==> src/rtl/out_serialiser_if.sv <==
// Byte-write / serial-status bundle for out_serialiser.
// master: writer side (drives load/d); slave: serialiser side.
interface out_serialiser_if;
  logic       load;
  logic [7:0] d;
  logic       tx;
  logic       busy;
  logic       full;
  logic       ovr;

  modport master (
    output load,
    output d,
    input  tx,
    input  busy,
    input  full,
    input  ovr
  );

  modport slave (
    input  load,
    input  d,
    output tx,
    output busy,
    output full,
    output ovr
  );
endinterface

==> src/rtl/out_serialiser.sv <==
// 8N1 LSB-first serialiser with a one-byte holding register.
// Ports: CLK, RST (sync, active-high), bus (load/d in; tx/busy/full/ovr out).
module out_serialiser #(
  parameter int DIV = 4
) (
  input  logic             CLK,
  input  logic             RST,
  out_serialiser_if.slave  bus
);

  localparam int CW = (DIV > 1) ? $clog2(DIV) : 1;
  localparam logic [CW-1:0] CMAX = CW'(DIV - 1);

  typedef enum logic [1:0] {
    IDLE,
    START,
    DATA,
    STOP
  } state_t;

  state_t        state_q;
  state_t        state_d;
  logic [7:0]    hold_q;
  logic [7:0]    hold_d;
  logic [7:0]    shift_q;
  logic [7:0]    shift_d;
  logic          full_q;
  logic          full_d;
  logic          ovr_q;
  logic          ovr_d;
  logic          tx_q;
  logic          tx_d;
  logic [CW-1:0] cnt_q;
  logic [CW-1:0] cnt_d;
  logic [2:0]    idx_q;
  logic [2:0]    idx_d;

  logic          bit_end;
  logic          stop_end;
  logic          free;

  assign bit_end  = (cnt_q == CMAX);
  assign stop_end = (state_q == STOP) && bit_end;
  // The shifter can accept a new byte when idle or on
  // the last cycle of the stop bit (gapless chaining).
  assign free     = (state_q == IDLE) || stop_end;

  always_ff @(posedge CLK) begin
    if (RST) begin
      state_q <= IDLE;
      hold_q  <= '0;
      shift_q <= '0;
      full_q  <= 1'b0;
      ovr_q   <= 1'b0;
      tx_q    <= 1'b1;
      cnt_q   <= '0;
      idx_q   <= '0;
    end else begin
      state_q <= state_d;
      hold_q  <= hold_d;
      shift_q <= shift_d;
      full_q  <= full_d;
      ovr_q   <= ovr_d;
      tx_q    <= tx_d;
      cnt_q   <= cnt_d;
      idx_q   <= idx_d;
    end
  end

  always_comb begin
    state_d = state_q;
    hold_d  = hold_q;
    shift_d = shift_q;
    full_d  = full_q;
    ovr_d   = ovr_q;
    cnt_d   = cnt_q;
    idx_d   = idx_q;
    tx_d    = 1'b1;

    if (state_q != IDLE) begin
      cnt_d = bit_end ? '0 : cnt_q + CW'(1);
    end

    unique case (state_q)
      START: begin
        if (bit_end) begin
          state_d = DATA;
          idx_d   = '0;
        end
      end
      DATA: begin
        if (bit_end) begin
          shift_d = {1'b0, shift_q[7:1]};
          if (idx_q == 3'd7) begin
            state_d = STOP;
          end else begin
            idx_d = idx_q + 3'd1;
          end
        end
      end
      STOP: begin
        if (bit_end) begin
          state_d = IDLE;
        end
      end
      default: ;
    endcase

    if (free) begin
      if (full_q) begin
        // Pending byte wins; a same-edge write refills HOLD.
        shift_d = hold_q;
        full_d  = bus.load;
        hold_d  = bus.load ? bus.d : hold_q;
        state_d = START;
        cnt_d   = '0;
      end else if (bus.load) begin
        shift_d = bus.d;
        state_d = START;
        cnt_d   = '0;
      end
    end else if (bus.load) begin
      if (full_q) begin
        ovr_d = 1'b1;
      end else begin
        hold_d = bus.d;
        full_d = 1'b1;
      end
    end

    // TX is registered: decode from the next state.
    unique case (1'b1)
      (state_d == START): tx_d = 1'b0;
      (state_d == DATA):  tx_d = shift_d[0];
      default:            tx_d = 1'b1;
    endcase
  end

  assign bus.tx   = tx_q;
  assign bus.busy = (state_q != IDLE);
  assign bus.full = full_q;
  assign bus.ovr  = ovr_q;

endmodule

==> src/flat_wrapper.sv <==
// flat-port wrapper written by rule: the top's interface ports become plain ports
module out_serialiser_flat 
#(
  parameter int DIV = 4
)
  (CLK, RST, bus_load, bus_d, bus_tx, bus_busy, bus_full, bus_ovr);
  out_serialiser_if bus_i ();
  input  logic CLK;
  input  logic RST;
  input wire logic [$bits(bus_i.load)-1:0] bus_load;
  input wire logic [$bits(bus_i.d)-1:0] bus_d;
  output wire logic [$bits(bus_i.tx)-1:0] bus_tx;
  output wire logic [$bits(bus_i.busy)-1:0] bus_busy;
  output wire logic [$bits(bus_i.full)-1:0] bus_full;
  output wire logic [$bits(bus_i.ovr)-1:0] bus_ovr;
  assign bus_i.load = bus_load;
  assign bus_i.d = bus_d;
  assign bus_tx = bus_i.tx;
  assign bus_busy = bus_i.busy;
  assign bus_full = bus_i.full;
  assign bus_ovr = bus_i.ovr;
  out_serialiser #(.DIV(DIV)) u_core (.CLK(CLK), .RST(RST), .bus(bus_i));
endmodule
==> config.mk <==
export PLATFORM = sky130hd
export DESIGN_NAME = out_serialiser_flat
export DESIGN_NICKNAME = d
export VERILOG_FILES = /design/src/rtl/out_serialiser_if.sv /design/src/rtl/out_serialiser.sv /design/src/flat_wrapper.sv
export SDC_FILE = /design/constraint.sdc
export NUM_CORES = 1
export LEC_CHECK = 0
export ABC_AREA = 0
export CORE_MARGIN = 2
export CORE_UTILIZATION = 54
export DETAILED_ROUTE_END_ITERATION = 6
export PLACE_DENSITY = 0.84
export SLEW_MARGIN = 20
export SYNTH_ARGS = -nofsm -noshare
export SYNTH_HDL_FRONTEND = slang
export SYNTH_SLANG_ARGS = --single-unit
export TNS_END_PERCENT = 30
==> constraint.sdc <==
create_clock -name CLK -period 2 [get_ports CLK]
set_input_delay 0.2 -clock CLK [delete_from_list [all_inputs] [get_ports CLK]]
set_output_delay 0.2 -clock CLK [all_outputs]
set_load 0.005 [all_outputs]
==> results of run 1 <==
through the flow:
step / worst slack, ns / total power [mW] / hold slack [ns] / util [%]
after floorplan: 0.262 / 0.707 / 0.336 / -
after global placement: 0.229 / 0.758 / 0.459 / 64.3
after detailed placement: 0.217 / 0.766 / 0.468 / 64.3
after CTS: 0.167 / 0.972 / 0.484 / 65.3
after global routing: 0.0566 / 1.01 / 0.489 / 65.3
final: 0.181 / 0.959 / 0.488 / 65.3
worst min-delay path, cell delays in order:
cell,delay [ns]
clkdlybuf4s50_1,0.42
nand2b_1,0.08
mux2i_1,0.06
how the worst min path moves through the flow:
stage | from | depth (start not counted) | slack [ns] | endpoint
final | bus_d[5] | 3 | 0.49 | u_core.hold_q[5]
after global routing | bus_d[6] | 3 | 0.49 | u_core.hold_q[6]
after CTS | bus_d[7] | 3 | 0.48 | u_core.hold_q[7]
after detailed placement | u_core.bus.ovr | 2 | 0.47 | u_core.bus.ovr
after global placement | u_core.shift_q[7] | 2 | 0.46 | u_core.shift_q[7]
after floorplan | bus_load | 2 | 0.34 | u_core.bus.full
where the power goes:
group | internal, mW | switching [mW]
Sequential | 0.556 | 0.0254
Combinational | 0.0932 | 0.0817
Clock | 0.0702 | 0.133
layer usage:
layer,track usage [%],vias up,wire length (µm)
met5,0,-,0
met4,2.56,0,12
met3,4.24,2,45
met2,34.2,11,1210
met1,21.7,480,1090
li1,-,517,-
area by class of cell:
cell class              count  share of cell area, %
inverters                   1                  0.255
clock buffers               3                   1.53
well taps                  28                   2.38
repair buffers             19                   12.1
multi-input cells         102                   48.4
flip-flops and latches     26                   35.4
layout by cell type, fill, tap and decap left out, types with 3 or more instances in the layout:
cell,instances
a211oi_1,7
a21oi_1,3
a31oi_1,3
buf_4,5
clkbuf_4,3
clkdlybuf4s50_1,14
dfxtp_1,26
ha_1,3
mux2i_1,17
nand2_1,7
nand2b_1,17
nor2_1,8
nor2b_1,7
nor3b_1,3
o22ai_1,9
cells by family (layout without fill, tap and decap cells):
family / after synthesis / in the layout / share of synthesized area (%)
compound gates: 30 / 30 / 15.1
fa+ha+maj: 3 / 3 / 2.86
mux: 19 / 19 / 14.7
buf+inv: 12 / 23 / 6.01
flops: 26 / 26 / 39.7
simple gates: 50 / 50 / 21.7
flip-flops by register name (all words and copies together) (netlist names):
register and count:
u_core.hold_q 8, u_core.bus.full 1, u_core.shift_q 8, u_core.cnt_q 2, u_core.bus.tx 1, u_core.state_q 2, u_core.idx_q 3, u_core.bus.ovr 1
==> metrics, run 1 <==
status=completed; CTS tree=built; vias in the first global route=about 950; CTS buffer count=3; estimated wirelength of the detail-placed design=between 1.5 and 2 mm; Synth top area share=39.7%; row count=17; antenna violations before repair=0; clock skew=0.00366 ns; multi-input combinational cell area=a little over 700 µm²; post-synthesis to final-layout area growth=12.2%; Crit path arrival time=between 1.5 and 2 ns; HP Class=in2reg; flops & latches, synth=26; drt first pass iters=4; H-tree Lvls=1; Vias/cell=roughly 5.6; leading area contributor after synthesis=dfxtp_1; DP Area=roughly 1400 µm²; fin crit period=1.82 ns; slew at the pin with the worst max-slew slack=~0.76 ns; Syn Nets=about 150; largest net degree at the start of global routing=35; final instance area=between 1000 and 1500 µm²; FF-to-FF End=u_core.bus.tx; Synth Flop Type=dfxtp_1; final setup violation count=0; RSZ-0062 raised after global routing=no; Max IR drop VDD=between 0.5 and 0.6 mV; CP peak stage delay=about 0.46 ns; worst-path cell chain=nor2_2, inv_1, clkdlybuf4s50_1; setup TNS=0 ns; DR WL/cell=between 10 and 15 µm; Fillers=194; asr flop ratio synth=0%; Reg2Reg Setup Slack=0.25 ns; Die W=between 50 and 60 µm; R2R cell count=5; Vias=roughly 1000; CTS clk-pin slew, worst paths=around 0.12 ns; 1st-iter DRT viols=11; final hold vios=0; Achievable Freq=0.550 GHz; Detailed Route WL=about 2.4 mm; CP Capture Type=primary output; gate count after technology mapping=between 100 and 150; CP max FO=10; Global Route Usage Sum=a little under a fifth; Clock Latency Late Sink=~0.30 ns; DRC Markers=0; Seq/Total Area, Yosys=between 30 and 40%; crit path kind=reg2out; Pleak=between 0.6 and 0.7 nW; YS warnings=0; Clock Path Buffers=2; core area=approximately 2300 µm²; Final period util=around nine tenths; Max Slew Vio Count=0; initial core utilization=~58%; Max Cap Viol=0; synth top area cells=dfxtp_1 (40%), mux2i_1 (13%), nand2b_1 (8.1%); RePlAce Congestion=just over 0.7; Final #Nets=around 170; Hold-fix buffers, CTS=0; Post-Synthesis Cell Area=between 1000 and 1500 µm²; DRT antenna net count=0; CTS resizes=0; sequential cell area=520 µm²; crit start category=flip-flop; setup bufs post-CTS=0; total congestion overflow=0; Placed Cells incl. Taps=176; cell with the most instances after synthesis=dfxtp_1; clock sink total=26; share of cells above drive strength 1=9.93%; CP bufs+invs=2; antenna cells=0; number of enable flip-flop cells after synthesis=0; PD cells=between 600 and 700 nW/µm²; root buffer cell=clkbuf_4; Die ar.=2840 µm²; crit path capture=bus_busy; global-route wire length before repair=roughly 3.9 mm; Worst path depth=3; Chip Height=between 50 and 60 µm; port bufs=14; synth cell count leaders=dfxtp_1 (26), mux2i_1 (17), nand2b_1 (17); Critical Path Source=u_core.state_q[1]; Crit path max-delay family=buffers and inverters; Slew headroom=between 40% and 50%; Critical-path top delay cell=clkdlybuf4s50_1; I/O pins=15; final std cells w/o fill=~180; worst reg2reg path startpoint=u_core.cnt_q[0]; Synth cell types=30; CP required=around 1.8 ns; synthesized area per cell=approximately 9.4 µm²
Note: power is estimated with default switching activity, not from simulation.
==> run 2, diff against run 1 <==
CORE_ASPECT_RATIO = 0.75   (was default)
CORE_MARGIN = 5   (was 2)
CORE_UTILIZATION = 50   (was 54)
PLACE_DENSITY = 0.79   (was 0.84)
==> run 2 against run 1 <==
Net effect: critical path depth stayed put; critical endpoint unchanged; worst hold slack worse by 0.037 ns; combinational power about the same; highest routed layer unchanged; flip-flop and latch count unchanged; clock power increased by 77%.
==> metrics, run 2 (synthesis results as in run 1) <==
FF-to-FF End=u_core.hold_q[3]; DRT antenna net count=0; commonest non-fill, non-tap cell in the layout=dfxtp_1; crit path kind=reg2out; setup TNS=0 ns; Vias=1007; CP Capture Type=primary output; share of cells above drive strength 1=around 11%; DR WL/cell=13.0 µm; Detailed Route WL=about 2.5 mm; R2R cell count=6; Max Slew Vio Count=0; CTS tree=built; core area=about 2600 µm²; Reg2Reg Setup Slack=about 0.32 ns; leading cell types in the layout, fill and taps excluded=dfxtp_1 (26), mux2i_1 (17), nand2b_1 (17); Global Route Usage Sum=about 14%; CTS buffer count=3; Chip Height=approximately 54 µm; crit start category=flip-flop; Slew headroom=approximately two thirds; drt first pass iters=4; Max Cap Viol=0; CP max FO=10; Clock Latency Late Sink=between 0.3 and 0.4 ns; PD cells=~740 nW/µm²; Final #Nets=around 170; post-synthesis to final-layout area growth=15.8%; top routing layer in use=met4; M1 WL=1.16 mm; antenna cells=0; CP required=approximately 1.8 ns; Achievable Freq=approximately 0.55 GHz; antenna violations before repair=0; final hold vios=0; clock skew=roughly 0.016 ns; RePlAce Congestion=~0.74; Max IR drop VDD=a little over 0.4 mV; slew at the pin with the worst max-slew slack=0.506 ns; status=completed; Placed Cells incl. Taps=about 190; setup bufs post-CTS=0; Pleak=between 0.6 and 0.7 nW; Total Power=~1.1 mW; worst reg2reg path startpoint=u_core.cnt_q[0]; H-tree Lvls=1; estimated wirelength of the detail-placed design=1.80 mm; fin crit period=approximately 1.8 ns; crit path capture=bus_busy; Critical Path Source=u_core.state_q[0]; Vias/cell=about 5.3; global-route wire length before repair=about 4.3 mm; post-layout util=about 60%; I/O pins=15; RSZ-0062 raised after global routing=no; largest net degree at the start of global routing=16; final std cells w/o fill=189; Die ar.=about 3800 µm²; hold_ws=0.451 ns; root buffer cell=clkbuf_4; row count=16; CTS resizes=0; vias in the first global route=between 1000 and 1500; port bufs=14; Clock Path Buffers=2; DRC Markers=0; Hold-fix buffers, CTS=0; biggest registers after layout=u_core.hold_q: 8 flops, u_core.shift_q: 8 flops, u_core.idx_q: 3 flops; clock sink total=26; total congestion overflow=0; initial core utilization=between 50% and 60%; 1st-iter DRT viols=47; Die W=69.1 µm; final setup violation count=0; Crit path arrival time=1.62 ns; met3 wire length=between 100 and 150 µm; hold path start=bus_d[0]; HP Class=in2reg; CTS clk-pin slew, worst paths=around 0.15 ns; Final period util=between 90 and 100%; DR WL met2=approximately 1.2 mm
==> run 2: worst min path at each step <==
stage | end | slack (ns) | cells after the start
global placement | u_core.bus.ovr | 0.46 | 2
CTS | u_core.hold_q[7] | 0.44 | 3
global route | u_core.hold_q[1] | 0.46 | 3
detailed placement | u_core.bus.ovr | 0.46 | 2
floorplan | u_core.bus.full | 0.34 | 2
finish | u_core.hold_q[0] | 0.45 | 3
==> run 2: stage by stage <==
| step | worst slack (ns) | instance area (µm²) |
|---|---|---|
| after global routing | 0.0517 | 1520 |
| after detailed placement | 0.333 | 1470 |
| after floorplan | 0.262 | 1310 |
| after global placement | 0.408 | 1470 |
| final | 0.181 | 1520 |
| after CTS | 0.160 | 1520 |
==> run 2: metal layers <==
layer  up-vias  global-route usage, %
met2        17                   25.6
met4         0                   2.60
met1       470                   16.5
met3         2                   4.95
met5         -                      0
li1        518                      -
==> run 2: power breakdown <==
part	leakage, nW	internal, mW	switching (mW)
registers	0.213	0.556	0.0256
clock network	0.0279	0.203	0.157
logic	0.396	0.0945	0.0812
total	0.637	0.853	0.264
==> run 2: worst max-delay path: stages (launching register included) <==
cell,delay (ns)
dfxtp_1,0.42
nor2_2,0.34
inv_1,0.07
clkdlybuf4s50_1,0.46
==> run 2: final cells by class <==
type / count / area, µm²
fillers: 258 / 1040
multi-input cells: 102 / 712
flip-flops and latches: 26 / 520
repair buffers: 20 / 185
well taps: 36 / 45.0
clock inverters: 1 / 30.0
clock buffers: 3 / 22.5
inverters: 1 / 3.75
==> run 3, diff against run 2 <==
ABC_CLOCK_PERIOD_IN_PS = 2000   (was default)
CAP_MARGIN = 10   (was default)
DONT_BUFFER_PORTS = 1   (was default)
PLACE_DENSITY = 0.72   (was 0.79)
==> run 3 against run 2 <==
Net effect: sequential power hardly changed; cell count is 6.3% lower; via count is 3.0% lower; sequential share of layout area is 3.4 points higher; die area stayed put; global-route usage is 0.13 points lower; critical path type is now reg2reg; register-to-register slack worse by 0.18 ns; fmax is 2.0% lower; first-iteration DRC count is 77% lower.
==> metrics, run 3 (synthesis results as in run 1) <==
status=completed; initial core utilization=between 50% and 60%; port bufs=0; total congestion overflow=0; DRT antenna net count=0; Slew headroom=between 50% and 60%; Chip Height=~54 µm; leading cell types in the layout, fill and taps excluded=dfxtp_1 (26), mux2i_1 (17), nand2b_1 (17); CP Capture Type=flip-flop; fin crit period=between 1.5 and 2 ns; final setup violation count=0; antenna cells=0; Clock Path Buffers=2; final instance area=roughly 1400 µm²; worst reg2reg path startpoint=u_core.state_q[1]; Pleak=roughly 0.58 nW; Hold EP=u_core.hold_q[3]; setup TNS=0 ns; root buffer cell=clkbuf_4; Final period util=92.8%; final hold vios=0; biggest registers after layout=u_core.hold_q: 8 flops, u_core.shift_q: 8 flops, u_core.idx_q: 3 flops; global-route wire length before repair=between 4 and 5 mm; share of cells above drive strength 1=a little over a tenth; clock skew=around 0.0051 ns; Die W=~70 µm; Die ar.=3760 µm²; R2R cell count=5; Hold-fix buffers, CTS=2; Detailed Route WL=2.44 mm; Max Cap Viol=0; Clock Latency Late Sink=about 0.32 ns; CTS tree=built; CTS resizes=0; Vias/cell=around 5.5; DP Area=approximately 1300 µm²; Internal=between 0.7 and 0.8 mW; estimated wirelength of the detail-placed design=1.78 mm; hold path start=bus_d[3]; commonest non-fill, non-tap cell in the layout=dfxtp_1; hold path cells=2; crit path kind=reg2reg; Psw=0.246 mW; clock network power share=23.2%; DR WL/cell=13.8 µm; CTS buffer count=3; antenna violations before repair=0; HP Class=in2reg; worst-path cell chain=nor2_2, nor2_1, o21ai_0, a21oi_1, dlygate4sd3_1; core area=approximately 2600 µm²; Reg power frac=61.5%; CP required=approximately 2.2 ns; H-tree Lvls=1; clock sink total=26; 1st-iter DRT viols=11; Max Slew Vio Count=0; I/O pins=15; Max IR drop VDD=0.467 mV; CP peak stage delay=roughly 0.58 ns; row count=16; CP max FO=10; RePlAce Congestion=between 0.7 and 0.8; PD cells=685 nW/µm²; FF-to-FF End=u_core.bus.full; Final #Nets=roughly 160; RSZ-0062 raised after global routing=no; slew at the pin with the worst max-slew slack=about 0.70 ns; Reg2Reg Setup Slack=between 0.1 and 0.15 ns; setup bufs post-CTS=0; Achievable Freq=0.539 GHz; post-synthesis to final-layout area growth=5.34%; Vias=slightly below 1000; drt first pass iters=4; Critical-path top delay cell=dlygate4sd3_1; CTS clk-pin slew, worst paths=0.13 ns; Sw Share=between 20% and 30%; crit start category=flip-flop; Global Route Usage Sum=roughly 14%; post-layout util=approximately 54%; Crit path arrival time=between 2 and 2.5 ns; DRC Markers=0; Gate power share=about 15%; vias in the first global route=955; largest net degree at the start of global routing=19
run 3: changes by cell type in the layout (fill, tap and decap cells not counted):
cell,change
clkdlybuf4s50_1,-14
dlygate4sd3_1,+4
bufinv_16,-1
buf_4,-1
run 3: metrics by stage:
step / hold slack, ns / std cells / setup slack, ns / power, mW
finish: 0.0156 / 177 / 0.144 / 0.947
global route: 0.00538 / 177 / 0.0272 / 1.00
CTS: 0.00848 / 175 / 0.145 / 0.953
detailed placement: 0.275 / 170 / 0.372 / 0.727
global placement: 0.272 / 170 / 0.423 / 0.719
floorplan: 0.336 / 140 / 0.262 / 0.707
run 3: area by class of cell:
cell class,count,area (µm²)
well taps,36,45.0
repair buffers,9,77.6
fillers,269,1180
flip-flops and latches,26,520
clock buffers,3,22.5
multi-input cells,102,712
inverters,1,3.75
run 3: power by group through the flow:
| stage | sequential [mW] | clock [mW] | combinational (mW) |
|---|---|---|---|
| final | 0.583 | 0.219 | 0.145 |
| after global routing | 0.589 | 0.251 | 0.162 |
| after floorplan | 0.581 | 0 | 0.126 |
| after CTS | 0.582 | 0.227 | 0.143 |
| after detailed placement | 0.594 | 0 | 0.133 |
| after global placement | 0.592 | 0 | 0.127 |
run 3: worst max path at each step:
stage / from / end / slack (ns) / depth (start not counted)
final: u_core.state_q[1] / u_core.bus.full / 0.14 / 5
after global routing: u_core.state_q[1] / u_core.bus.full / 0.03 / 5
after CTS: u_core.state_q[1] / u_core.bus.full / 0.15 / 5
after detailed placement: u_core.cnt_q[0] / u_core.hold_q[4] / 0.37 / 6
after global placement: u_core.cnt_q[0] / u_core.hold_q[0] / 0.42 / 6
after floorplan: u_core.cnt_q[0] / u_core.hold_q[0] / 0.26 / 8
run 3: critical path, delay by kind of cell (launching register included):
family | cells | cell delay [ns]
flip-flops | 1 | 0.42
AND/OR/NAND/NOR | 2 | 0.52
AO/OA/AOI/OAI | 2 | 0.25
buffers and inverters | 1 | 0.58
run 3: metal layers:
layer / GRT usage [%] / share of wire, % / wire, µm / vias up
li1: - / - / - / 499
met1: 15.8 / 47 / 1140 / 462
met2: 25.6 / 49 / 1190 / 13
met3: 5.32 / 4.4 / 108 / 3
met4: 2.92 / 0.41 / 10 / 0
met5: 0 / 0 / 0 / -
